<file path="src/rtl/decode_stage.sv">
// Decode stage of the 16-bit pipelined CPU: register-port selection, load-use
// hazard detection and the ID/EX pipeline register.
package decode_stage_pkg;
  localparam int unsigned XLEN = 16;
  localparam int unsigned RIDX = 4;

  typedef struct packed {
    logic            valid;
    logic            regwrite;
    logic            memread;
    logic            memwrite;
    logic            halt;
    logic [RIDX-1:0] op;
    logic [RIDX-1:0] rd;
    logic [XLEN-1:0] a;
    logic [XLEN-1:0] b;
    logic [XLEN-1:0] imm;
  } id_ex_t;
endpackage

module decode_stage
  import decode_stage_pkg::*;
(
  input  logic            clk,
  input  logic            rst,
  input  logic            id_valid,
  input  logic [XLEN-1:0] id_instr,
  input  logic            flush,
  output logic [RIDX-1:0] rf_src1,
  output logic [RIDX-1:0] rf_src2,
  input  logic [XLEN-1:0] rf_data1,
  input  logic [XLEN-1:0] rf_data2,
  output logic            stall,
  output logic            ex_valid,
  output logic            ex_regwrite,
  output logic            ex_memread,
  output logic            ex_memwrite,
  output logic            ex_halt,
  output logic [RIDX-1:0] ex_op,
  output logic [RIDX-1:0] ex_rd,
  output logic [XLEN-1:0] ex_a,
  output logic [XLEN-1:0] ex_b,
  output logic [XLEN-1:0] ex_imm
);

  logic [RIDX-1:0] opcode, f_rd, f_rs, f_rt;
  logic [RIDX-1:0] src1, src2;
  logic            hazard;
  id_ex_t          dec, ex_q;

  assign opcode = id_instr[15:12];
  assign f_rd   = id_instr[11:8];
  assign f_rs   = id_instr[7:4];
  assign f_rt   = id_instr[3:0];

  // Opcode decode: source ports, controls and immediate; unused fields stay 0
  always_comb begin
    src1      = '0;
    src2      = '0;
    dec       = '0;
    dec.valid = 1'b1;
    dec.op    = opcode;
    dec.a     = rf_data1;
    dec.b     = rf_data2;
    if (!opcode[3]) begin
      src1         = f_rs;
      src2         = f_rt;
      dec.regwrite = 1'b1;
      dec.rd       = f_rd;
    end else begin
      case (opcode[2:0])
        3'd0: begin
          src1         = f_rs;
          dec.memread  = 1'b1;
          dec.regwrite = 1'b1;
          dec.rd       = f_rd;
          dec.imm      = {{12{id_instr[3]}}, id_instr[3:0]};
        end
        3'd1: begin
          src1         = f_rs;
          src2         = f_rd;
          dec.memwrite = 1'b1;
          dec.imm      = {{12{id_instr[3]}}, id_instr[3:0]};
        end
        3'd2, 3'd3: begin
          src1         = f_rd;
          dec.regwrite = 1'b1;
          dec.rd       = f_rd;
          dec.imm      = {8'h00, id_instr[7:0]};
        end
        3'd4: dec.imm = {{7{id_instr[8]}}, id_instr[8:0]};
        3'd5: src1 = f_rs;
        3'd6: begin
          dec.regwrite = 1'b1;
          dec.rd       = f_rd;
        end
        3'd7: dec.halt = 1'b1;
        default: ;
      endcase
    end
  end

  // Unused ports read as r0, so the nonzero ex_rd test also excludes them
  assign hazard = id_valid & ex_q.valid & ex_q.memread & (ex_q.rd != '0)
                & ((ex_q.rd == src1) | (ex_q.rd == src2));
  assign stall   = hazard & ~flush;
  assign rf_src1 = src1;
  assign rf_src2 = src2;

  // ID/EX register: flush, stall or empty IF/ID all load a bubble
  always_ff @(posedge clk or negedge rst) begin
    if (!rst) begin
      ex_q <= '0;
    end else if (flush || stall || !id_valid) begin
      ex_q <= '0;
    end else begin
      ex_q <= dec;
    end
  end

  assign ex_valid    = ex_q.valid;
  assign ex_regwrite = ex_q.regwrite;
  assign ex_memread  = ex_q.memread;
  assign ex_memwrite = ex_q.memwrite;
  assign ex_halt     = ex_q.halt;
  assign ex_op       = ex_q.op;
  assign ex_rd       = ex_q.rd;
  assign ex_a        = ex_q.a;
  assign ex_b        = ex_q.b;
  assign ex_imm      = ex_q.imm;

endmodule

</file>
<file path="config.mk">
export PLATFORM = sky130hd
export DESIGN_NAME = decode_stage
export DESIGN_NICKNAME = d
export VERILOG_FILES = /design/src/rtl/decode_stage.sv
export SDC_FILE = /design/constraint.sdc
export NUM_CORES = 1
export LEC_CHECK = 0
export BUFFER_PORTS_ARGS = -buffer_cell sky130_fd_sc_hd__buf_2
export CELL_PAD_IN_SITES_DETAIL_PLACEMENT = 2
export CELL_PAD_IN_SITES_GLOBAL_PLACEMENT = 2
export CORE_MARGIN = 5
export CORE_UTILIZATION = 26
export CTS_CLUSTER_DIAMETER = 150
export DETAILED_ROUTE_END_ITERATION = 7
export PLACE_DENSITY = 0.78
export SYNTH_ARGS = -nofsm -noshare
export SYNTH_HDL_FRONTEND = slang
export SYNTH_SLANG_ARGS = --single-unit
</file>
<file path="constraint.sdc">
create_clock -name clk -period 2.05 [get_ports clk]
set_input_delay 0.1025 -clock clk [delete_from_list [all_inputs] [get_ports clk]]
set_output_delay 0.1025 -clock clk [all_outputs]
set_load 0.01 [all_outputs]
</file>
==> After elaboration in Yosys (flattened, before gate mapping) <==
Cells that the tools add are included.
{ "totals": {"reg_bits": 61, "input_bits": 52, "out_inout_bits": 70, "word_cells": 50} }
{ "op_classes": {"n_eq_ne": 9, "mux": 15, "n_bitwise": 7, "reduce_logical": 9} }
{ "op_table": {"columns": ["cell", "n"], "rows": [
  ["$mux 61", 1],
  ["$pmux 16 s3", 1],
  ["$mux 4", 5],
  ["$mux 16", 1],
  ["$eq 3x3->1 const B", 4],
  ["$eq 4x4->1", 2],
  ["$pmux 4 s2", 1],
  ["$eq 3x2->1 const B", 2],
  ["$and 1x1->1", 5],
  ["$mux 1", 5],
  ["$reduce_bool 4->1", 1],
  ["$reduce_or 2->1", 2],
  ["$reduce_or 4->1", 1],
  ["$eq 3x1->1 const B", 1],
  ["$logic_not 3->1", 1],
  ["$mux 3", 1],
  ["$reduce_or 3->1", 1],
  ["$logic_or 1x1->1", 2],
  ["$logic_not 1->1", 1],
  ["$not 1->1", 1],
  ["$or 1x1->1", 1]
]} }

==> Logic depth before layout (Yosys ltp) <==
{ "logic_depth": {"ltp_word": 11, "ltp_mapped": 8, "depth_no_buf": 6} }

==> Worst setup path after synthesis <==
No wires, ideal clock.
{ "synth_path": {"kind": "input -> register", "from": "in id_instr[14]", "to": "reg ex_q, in the netlist ex_rd[3]", "setup_ns": 0.120, "arrival_ns": 1.561, "required_time_ns": 1.930, "setup_slack_ns": 0.369, "stages": 8, "n_path_buf": 2, "path_cell_list": "buf_6 and4bb_4 a2bb2oi_2 xnor2_1 nor4_2 o21ai_4 buf_6 and4_1"} }
{ "synth_between": {"elab_chain_len": 11, "word_cells_on_any_way": 23, "cone_classes": "eq/ne (7); mux (7); bitwise (3); reduce/logical (6)"} }
{ "synth_rtl": {"columns": ["item", "line_no", "text"], "rows": [
  ["start: declaration", "27", "input logic [XLEN-1:0] id_instr,"],
  ["$eq 3x1->1 (tied with other cells)", "71", "case (opcode[2:0])"],
  ["$reduce_or 3->1 (no source line) / $reduce_or 2->1 (equally long branches)", null, null],
  ["$pmux 4 s2", "71", null],
  ["$mux 4", "65", "if (!opcode[3]) begin"],
  ["$eq 4x4->1", "105", "& ((ex_q.rd == src1) | (ex_q.rd == src2));"],
  ["$or 1x1->1", "105", null],
  ["$and 1x1->1", "105", null],
  ["$and 1x1->1", "106", "assign stall = hazard & ~flush;"],
  ["$logic_or 1x1->1 (2 in a row)", "114", "end else if (flush || stall || !id_valid) begin"],
  ["$mux 61 (*)", "114", null],
  ["end signal: assignment", "113", "ex_q <= '0;"],
  ["end signal: assignment", "115", "ex_q <= '0;"],
  ["end signal: assignment", "117", "ex_q <= dec;"],
  ["end: declaration", "49", "id_ex_t dec, ex_q;"]
]} }
Mark *: on every way between the ends. The rest lies on a longest branch, timed or not.

==> Worst setup path after layout <==
{ "layout_path": {"from": "reg ex_q, in the netlist ex_rd[0]", "to": "out stall"} }
{ "layout_between": {"elab_chain_len": 4, "word_cells_on_any_way": 7, "cone_classes": "eq/ne (2); bitwise (4); reduce/logical (1)"} }
{ "layout_rtl": {"columns": ["item", "line_no", "text"], "rows": [
  ["$eq 4x4->1 / $reduce_bool 4->1 (equally long branches)", "105, 104", null],
  ["$or 1x1->1 / $and 1x1->1 (equally long branches)", "105, 104", null],
  ["$and 1x1->1 (*)", "105", null],
  ["$and 1x1->1 (*)", "106", null],
  ["end: declaration", "33", "output logic stall,"]
]} }
Marked as above.

==> flow_summary_export.csv <==
group,metric,value,unit
run_status,status,"complete, no violations",
placed_design,pre_cts_ws,0.1468,ns
detailed_routing,ant_nets,0,
worst_setup_path,start_kind,"flop",
layout,fin_nets,350,
worst_hold_path,worstHoldPathCells,2,
layout,layout.cells.non_filler,407,
detailed_routing,vias,1855,
detailed_routing,wl,7152,um
global_routing,grt_pass1_vias,2080,
floorplan,fp-row-count,34,
synthesis,syn-cell-area,2280,um^2
sta,finalWorstSetupSlack,0.1185,ns
clock_tree,clkSinkCount,54,
clock_tree,cts_tree,"built",
detailed_routing,dr.first_iter.drc_count,52,
clock_tree,clkSlewWorstSetupHoldPaths,0.10,ns
worst_setup_path,path_class,"flop to output pin",
sta,slew_headroom,66.26,%
worst_setup_path,r2r-start,"ex_rd[0]",
floorplan,start_util,26.40,%
global_routing,grt_max_degree,33,
sta,finalCritPeriodShare,94.22,%
floorplan,fp.dieW,103.6,um
sta,clock_skew,0.007307,ns
synthesis,syn-num-nets,235,
synthesis,ys_seq_elements,54,
worst_hold_path,hp-class,"input pin to flop",
floorplan,dieArea,10740,um^2
detailed_routing,post_drt_wl_per_cell,17.57,um
placed_design,dpl.hpwl,5782,um
global_routing,grt_overflow,0,
detailed_routing,first_pass_iters,4,
detailed_routing,drc,0,
placed_design,finalWeightedCongestion,0.7743,
worst_setup_path,crit_path_end_kind,"output pin",
layout,drive_gt1_share,50.17,%
layout,area_growth,33.37,%
synthesis,yosys_warnings,0,
worst_setup_path,rrSetupSlack,0.40,ns
placed_design,portBuffers,121,
pwr,leakage,1.890,nW
worst_hold_path,min_to,"ex_a[5]",
floorplan,core,8636,um^2
placed_design,dp.cells,398,
clock_tree,clock_latency,0.30,ns
clock_tree,numCtsBuffers,5,
worst_setup_path,r2r_cells,5,
clock_tree,cts-root-buf,"clkbuf_8",
synthesis,syn_avg_cell_area,12.46,um^2
clock_tree,htreeDepth,2,
floorplan,fp.dieH,103.6,um
synthesis,synth_edf_count,0,
clock_tree,cts_resized,0,
sta,fmax,517.7,MHz
sta,worst_pin_slew,0.5061,ns
synthesis,async_flop_share,100.0,%
sta,layout_min_cycle_time,1.931,ns
synthesis,synth_ff_type,"dfrtp_1",
global_routing,antenna_found_initial,0,
floorplan,pin_count,122,
global_routing,grt_use_total,13.49,%
pwr,max-vdd-ir-drop,0.2287,mV
sta,setup_viol,0,
sta,slew_viol_final,0,
synthesis,synthCells,183,
sta,finalSetupTns,0,ns
worst_setup_path,critPathRequiredTime,1.95,ns
run,drv_cap,0,
worst_setup_path,critPathArrivalTime,1.83,ns
pwr,powerDensity,666.3,nW/um^2
worst_setup_path,path_max_fanout,29,
global_routing,grt_pass1_wl,11820,um
clock_tree,clk_path_buf_depth,2,
synthesis,ys_types,31,
worst_setup_path,r2r_end,"ex_memread",
layout,antenna_cells,0,
detailed_routing,vias_per_cell,4.558,
synthesis,synth_seq_area_share,59.28,%
sta,hold_viol,0,
worst_hold_path,worstHoldStart,"rf_data1[5]",
sta,rsz0062_at_grt,"false",
==> how the worst max path moves through the flow <==
| stage | from | end | slack, ns | depth (start not counted) |
|---|---|---|---|---|
| 6_report | ex_rd[0] | stall | 0.12 | 6 |
| 3_3_place_gp | id_instr[14] | stall | 0.17 | 9 |
| 5_1_grt | ex_rd[0] | stall | 0.03 | 6 |
| 2_1_floorplan | id_instr[14] | ex_rd[3] | 0.37 | 8 |
| 4_1_cts | ex_rd[0] | stall | 0.09 | 6 |
| 3_5_place_dp | id_instr[15] | ex_rd[1] | 0.15 | 8 |
==> synthesized netlist by cell type, types with 2 or more instances <==
library cell,n,share of area (%)
a21o_1,4,1.3
buf_6,7,3.5
a2bb2oi_1,2,0.77
inv_1,12,2.0
nand3_1,2,0.44
o21ai_0,2,0.44
a32oi_1,2,0.77
and4_2,3,1.3
nor2b_1,2,0.55
a32oi_2,2,1.4
and3_1,47,13
nor2_1,5,0.82
dfrtp_1,54,59
clkbuf_1,5,0.82
buf_4,7,2.3
xnor2_1,8,3.1
nand2_1,4,0.66
a2bb2oi_2,2,1.3
==> cells in the final DEF (no fill, tap or decap), drive strengths merged <==
master	Yosys	routed
dlygate4sd3	0	1
and4	4	4
xnor2	8	8
nor4b	1	1
and3	47	47
a32oi	4	4
clkbuf	5	7
dfrtp	54	54
inv	12	12
a2bb2oi	4	4
clkinv	0	1
nor2b	2	2
and2	1	1
nand3b	1	1
nand2	4	4
and4bb	1	1
and3b	1	1
a21o	5	5
buf	15	127
nor2	5	5
or2	1	1
o21ai	3	3
nand3	2	2
nor4	3	3
==> final cells by class <==
| class | count | area [um^2] |
|---|---|---|
| Clock buffer | 7 | 86.33 |
| Clock inverter | 1 | 5.005 |
| Fill cell | 977 | 5595 |
| Inverter | 12 | 45.04 |
| Multi-Input combinational cell | 97 | 732.0 |
| Sequential cell | 54 | 1351 |
| Tap cell | 108 | 135.1 |
| Timing Repair Buffer | 128 | 685.7 |
==> where the power goes <==
group / switching, mW / total (mW) / leakage [nW] / internal, mW
sequential: 0.0142 / 1.11 / 0.731 / 1.10
combinational: 0.166 / 0.301 / 1.11 / 0.135
clock: 0.337 / 0.611 / 0.0482 / 0.274
==> repair_timing <==
| action | 4_1_cts | 5_1_grt |
|---|---|---|
| hold endpoints to repair | 22 | 0 |
| hold buffers | 1 | 0 |
| buffers inserted | 0 | 0 |
==> kinds of logic (layout without fill, tap and decap cells) <==
kind of cell,count (synthesis),after routing,share of synthesized area [%]
AO/OA/AOI/OAI,16,16,7.136
XOR/XNOR,8,8,3.074
buffers and inverters,32,148,8.727
flip-flops,54,54,59.28
AND/OR/NAND/NOR,73,73,21.79
==> worst max-delay path: stages (launching register included) <==
cell and delay (ns):
dfrtp_1 0.47, xnor2_1 0.17, nor4_2 0.39, o21ai_4 0.11, buf_12 0.17, nor2_1 0.08
buf_2 0.13
==> registers in the layout, indices dropped and copies added, names as in the netlist, 4 cells and up <==
register and count:
ex_rd 4, ex_b 16, ex_imm 9, ex_a 16, ex_op 4
==> per-stage QoR <==
stage | total power [mW] | hold slack, ns | area [um^2] | utilization [%]
after floorplan | 1.282 | -0.1931 | 2280 | -
final | 2.026 | 0.01880 | 3040 | 35.21
after detailed placement | 1.443 | 0.1120 | 2939 | 34.03
after global placement | 1.434 | 0.09683 | 2939 | 34.03
after CTS | 2.059 | 0.01248 | 3040 | 35.21
after global routing | 2.138 | 0.01024 | 3040 | 35.21
==> layer usage <==
layer | vias up | share of wire, % | wire (um) | track usage, %
li1 | 845 | - | - | -
met1 | 936 | 41 | 2962 | 16.39
met2 | 64 | 51 | 3671 | 23.36
met3 | 10 | 5.5 | 391 | 3.358
met4 | 0 | 1.8 | 127 | 4.124
met5 | - | 0 | 0 | 0
(Power assumes the default switching activity.)
